[src/rtl/mem_port_arbiter.sv]
// Two-port round-robin arbiter in front of a single-port data memory.
// Issues one access per cycle and routes read data back by a latency-matched tag pipeline.
module mem_port_arbiter #(
  parameter int ADDR_WIDTH   = 16,
  parameter int DATA_WIDTH   = 16,
  parameter int READ_LATENCY = 1
) (
  input  logic                  clock,
  input  logic                  reset,

  input  logic                  p0_valid,
  input  logic                  p0_write,
  input  logic [ADDR_WIDTH-1:0] p0_address,
  input  logic [DATA_WIDTH-1:0] p0_write_data,
  output logic                  p0_ready,
  output logic                  p0_read_valid,
  output logic [DATA_WIDTH-1:0] p0_read_data,

  input  logic                  p1_valid,
  input  logic                  p1_write,
  input  logic [ADDR_WIDTH-1:0] p1_address,
  input  logic [DATA_WIDTH-1:0] p1_write_data,
  output logic                  p1_ready,
  output logic                  p1_read_valid,
  output logic [DATA_WIDTH-1:0] p1_read_data,

  output logic [ADDR_WIDTH-1:0] mem_address,
  output logic [DATA_WIDTH-1:0] mem_write_data,
  output logic                  mem_write_enable,
  input  logic [DATA_WIDTH-1:0] mem_read_data
);

  typedef enum logic {
    PRI_P0 = 1'b0,
    PRI_P1 = 1'b1
  } pri_e;

  pri_e pri_q, pri_d;

  logic grant0, grant1, xfer;

  logic [ADDR_WIDTH-1:0] addr_q, addr_d;
  logic [DATA_WIDTH-1:0] wdata_q, wdata_d;
  logic                  we_q, we_d;

  // Stage 0 is loaded on the issue edge; stage READ_LATENCY is the head.
  logic [READ_LATENCY:0] tag_rd_q, tag_rd_d;
  logic [READ_LATENCY:0] tag_port_q, tag_port_d;
  logic                  head_rd, head_port;

  logic                  p0_rv_q, p0_rv_d;
  logic                  p1_rv_q, p1_rv_d;
  logic [DATA_WIDTH-1:0] p0_rd_q, p0_rd_d;
  logic [DATA_WIDTH-1:0] p1_rd_q, p1_rd_d;

  always_comb begin
    grant0 = 1'b0;
    grant1 = 1'b0;
    if (!reset) begin
      if (p0_valid && p1_valid) begin
        grant0 = (pri_q == PRI_P0);
        grant1 = (pri_q == PRI_P1);
      end else begin
        grant0 = p0_valid;
        grant1 = p1_valid;
      end
    end
    xfer = grant0 | grant1;
  end

  assign p0_ready = grant0;
  assign p1_ready = grant1;

  always_comb begin
    pri_d   = pri_q;
    addr_d  = addr_q;
    wdata_d = wdata_q;
    we_d    = 1'b0;

    if (grant0) begin
      pri_d   = PRI_P1;
      addr_d  = p0_address;
      wdata_d = p0_write_data;
      we_d    = p0_write;
    end else if (grant1) begin
      pri_d   = PRI_P0;
      addr_d  = p1_address;
      wdata_d = p1_write_data;
      we_d    = p1_write;
    end

    // Idle cycles and writes both shift in a non-read tag, so only reads respond.
    tag_rd_d   = {tag_rd_q[READ_LATENCY-1:0], xfer && !we_d};
    tag_port_d = {tag_port_q[READ_LATENCY-1:0], grant1};

    head_rd   = tag_rd_q[READ_LATENCY];
    head_port = tag_port_q[READ_LATENCY];

    p0_rv_d = head_rd && !head_port;
    p1_rv_d = head_rd && head_port;
    p0_rd_d = p0_rv_d ? mem_read_data : p0_rd_q;
    p1_rd_d = p1_rv_d ? mem_read_data : p1_rd_q;
  end

  always_ff @(posedge clock or posedge reset) begin
    if (reset) begin
      pri_q      <= PRI_P0;
      addr_q     <= '0;
      wdata_q    <= '0;
      we_q       <= 1'b0;
      tag_rd_q   <= '0;
      tag_port_q <= '0;
      p0_rv_q    <= 1'b0;
      p1_rv_q    <= 1'b0;
      p0_rd_q    <= '0;
      p1_rd_q    <= '0;
    end else begin
      pri_q      <= pri_d;
      addr_q     <= addr_d;
      wdata_q    <= wdata_d;
      we_q       <= we_d;
      tag_rd_q   <= tag_rd_d;
      tag_port_q <= tag_port_d;
      p0_rv_q    <= p0_rv_d;
      p1_rv_q    <= p1_rv_d;
      p0_rd_q    <= p0_rd_d;
      p1_rd_q    <= p1_rd_d;
    end
  end

  assign mem_address      = addr_q;
  assign mem_write_data   = wdata_q;
  assign mem_write_enable = we_q;
  assign p0_read_valid    = p0_rv_q;
  assign p0_read_data     = p0_rd_q;
  assign p1_read_valid    = p1_rv_q;
  assign p1_read_data     = p1_rd_q;

endmodule
[config.mk]
export PLATFORM = sky130hd
export DESIGN_NAME = mem_port_arbiter
export DESIGN_NICKNAME = d
export VERILOG_FILES = /design/src/rtl/mem_port_arbiter.sv
export SDC_FILE = /design/constraint.sdc
export NUM_CORES = 1
export LEC_CHECK = 0
export BUFFER_PORTS_ARGS = -buffer_cell sky130_fd_sc_hd__buf_4
export CORE_UTILIZATION = 45
export DETAILED_ROUTE_END_ITERATION = 6
export GPL_TIMING_DRIVEN = 0
export PLACE_DENSITY = 0.82
export SETUP_SLACK_MARGIN = 0.1
export SLEW_MARGIN = 10
export SYNTH_ARGS = -nofsm -noshare
export SYNTH_HDL_FRONTEND = slang
export SYNTH_SLANG_ARGS = --single-unit
[constraint.sdc]
create_clock -name clock -period 5.3 [get_ports clock]
set_clock_uncertainty 0.1 [all_clocks]
set_input_delay 1.325 -clock clock [delete_from_list [all_inputs] [get_ports clock]]
set_output_delay 1.325 -clock clock [all_outputs]
set_load 0.02 [all_outputs]
==> impl_metrics.env <==
export IMPL_synthToLayoutAreaGrowth_pct=48.1
export IMPL_synth_seq_cells=72
export IMPL_worst_pin_slew_ps=457
export IMPL_finalHoldViolCount=0
export IMPL_critPathRequiredTime_ps=3880
export IMPL_grt_usage=0.231
export IMPL_setup_viol=0
export IMPL_htreeDepth=3
export IMPL_max_cap_violations=0
export IMPL_numCtsBuffers=9
export IMPL_power_mw=1.72
export IMPL_clockBufferDepth=2
export IMPL_r2r_end="p1_read_data[4]"
export IMPL_die_area_um2=7050
export IMPL_synth_area_leaders="dfrtp_1 (60%), mux2_2 (10%), a31oi_1 (6.6%)"
export IMPL_port_buffers=152
export IMPL_wl_per_cell_um=15.1
export IMPL_grt_max_degree=47
export IMPL_final_nets=521
export IMPL_yosysWarnings=0
export IMPL_chipHeight_um=84.0
export IMPL_slew_headroom=0.695
export IMPL_netlist_area_um2=3020
export IMPL_wl_um=7810
export IMPL_fp_dieW_um=84.0
export IMPL_p_leak_nw=2.14
export IMPL_syn_inst=271
export IMPL_fin_cells=516
export IMPL_r2r_start="tag_port_q[1]"
export IMPL_row_count=29
export IMPL_layout_commonest_cell="buf_4"
export IMPL_cts_root_buf="clkbuf_8"
export IMPL_tritoncts="done"
export IMPL_grt_overflow_total=0
export IMPL_post_route_drc_count=24
export IMPL_critical_path_arrival_ps=2460
export IMPL_ios=155
export IMPL_initialDrtViolationCount=82
export IMPL_core_area_um2=6420
export IMPL_post_cts_repair_setup_buffers=0
export IMPL_final_cell_mix="buf_4 (154), dfrtp_1 (72), o21ai_0 (34), nor2_1 (34), nand2_1 (33)"
export IMPL_gp_congestion=0.830
export IMPL_worst_slack_ps=1410
export IMPL_dp_cells=501
export IMPL_start_util=0.471
export IMPL_clk_latency_ps=320
export IMPL_rsz0062_at_grt="false"
export IMPL_antenna_found_initial=0
export IMPL_drive_above_1_share=0.494
export IMPL_yosys_area_top_type_share=0.596
export IMPL_ant_nets=0
export IMPL_syn_nets=357
export IMPL_syn_mean_instance_area_um2=11.2
export IMPL_crit_path_start_kind="input port"
export IMPL_fin_util=0.697
export IMPL_ctsHoldBuffers=0
export IMPL_reg2reg_setup_slack_ps=3720
export IMPL_worstPathMaxFanout=28
export IMPL_cts_sinks=72
export IMPL_hold_path_class="flip-flop to flip-flop"
export IMPL_yosysTopAreaCell="dfrtp_1"
export IMPL_powerDensity_nw_per_um2=383
export IMPL_finalCritPeriodShare=0.734
export IMPL_endpoint_kind="primary output"
export IMPL_crit_start="reset"
export IMPL_ir_drop_mv=0.144
export IMPL_reg2reg_depth=3
export IMPL_hold_depth=0
export IMPL_outcome="finished, violations left"
export IMPL_ys_seq_area_frac=0.596
export IMPL_fin_crit_ps=3890
export IMPL_vias=2695
export IMPL_clkTransAtPathRegs_ps=70
export IMPL_first_pass_iters=6
export IMPL_crit_type="input port to primary output"
export IMPL_grt_pass1_wl_um=12800
export IMPL_violations="DRC"
export IMPL_place_hpwl_um=6050
export IMPL_nFillCells=500
export IMPL_post_place_ws_ps=1380
export IMPL_hp_start="tag_rd_q[0]"
export IMPL_drt_vias_per_instance=5.22
export IMPL_slew_viol_final=0
export IMPL_hold_end="tag_rd_q[1]"
export IMPL_antenna_cells=0
export IMPL_grt_pass1_vias=2709
export IMPL_fmax_ghz=0.257
export IMPL_yosysUniqueCellTypes=22
export IMPL_ctsResizeCount=0
[layer usage]
| layer | vias up | track usage | share of wire |
|---|---|---|---|
| met5 | - | 0 | 0 |
| met1 | 1273 | 0.274 | 0.40 |
| met4 | 0 | 0.111 | 0.027 |
| li1 | 1269 | - | - |
| met3 | 20 | 0.0643 | 0.080 |
| met2 | 133 | 0.389 | 0.49 |
[critical path, cell delays in order]
cell,delay (ps)
buf_6,110
clkbuf_1,380
inv_4,260
and3_1,230
buf_4,160
[metrics by stage]
| step | instance area (um2) | hold WS, ps | TNS, ps |
|---|---|---|---|
| finish | 4480 | 254 | 0 |
| global placement | 4260 | 236 | -420 |
| floorplan | 3020 | 231 | 0 |
| CTS | 4480 | 258 | 0 |
| detailed placement | 4280 | 241 | 0 |
| global route | 4480 | 273 | 0 |
[sequential cells by signal, summed over array words and instances (netlist names)]
| register | count |
|---|---|
| tag_port_q | 2 |
| tag_rd_q | 2 |
| mem_write_data | 16 |
| p0_read_data | 16 |
| p1_read_valid | 1 |
| mem_address | 16 |
| p0_read_valid | 1 |
| mem_write_enable | 1 |
| p1_read_data | 16 |
| pri_q | 1 |
[report_power, final]
part	switching (mW)	internal, mW	total, mW
logic	0.292	0.274	0.567
registers	0.0635	0.664	0.728
clock network	0.195	0.228	0.422
[synthesized netlist by cell type, drive strengths merged]
cell type	n
a21bo	1
a21boi	1
a21oi	1
a31oi	32
a32oi	1
and3	1
buf	15
clkbuf	6
dfrtp	72
inv	3
mux2	32
nand2	33
nand2b	2
nand3b	1
nor2	34
nor2b	1
o21ai	34
o21ba	1
[cells by family (layout without fill, tap and decap cells)]
family | after synthesis | in the layout | synth area share
multiplexers | 32 | 32 | 0.119
flip-flops | 72 | 72 | 0.596
AND/OR/NAND/NOR | 72 | 72 | 0.0939
buffers and inverters | 24 | 192 | 0.0492
AO/OA/AOI/OAI | 71 | 71 | 0.142
[area by class of cell]
class / count / area, um2 / share of cell area
sequential: 72 / 1800 / 0.402
timing repair buffer: 153 / 1160 / 0.259
multi-input combinational: 175 / 1070 / 0.240
clock buffer: 10 / 138 / 0.0307
buffer: 21 / 138 / 0.0307
tap: 77 / 96.3 / 0.0215
clock inverter: 5 / 57.6 / 0.0128
inverter: 3 / 13.8 / 0.00307
[how the worst max path moves through the flow]
stage / to / slack, ps / cells after the start
CTS: p1_ready / 1380 / 5
finish: p1_ready / 1410 / 5
global placement: p1_ready / -420 / 5
global route: p1_ready / 1270 / 5
floorplan: p1_ready / 250 / 4
detailed placement: p1_ready / 1380 / 5
(Power assumes the default switching activity.)
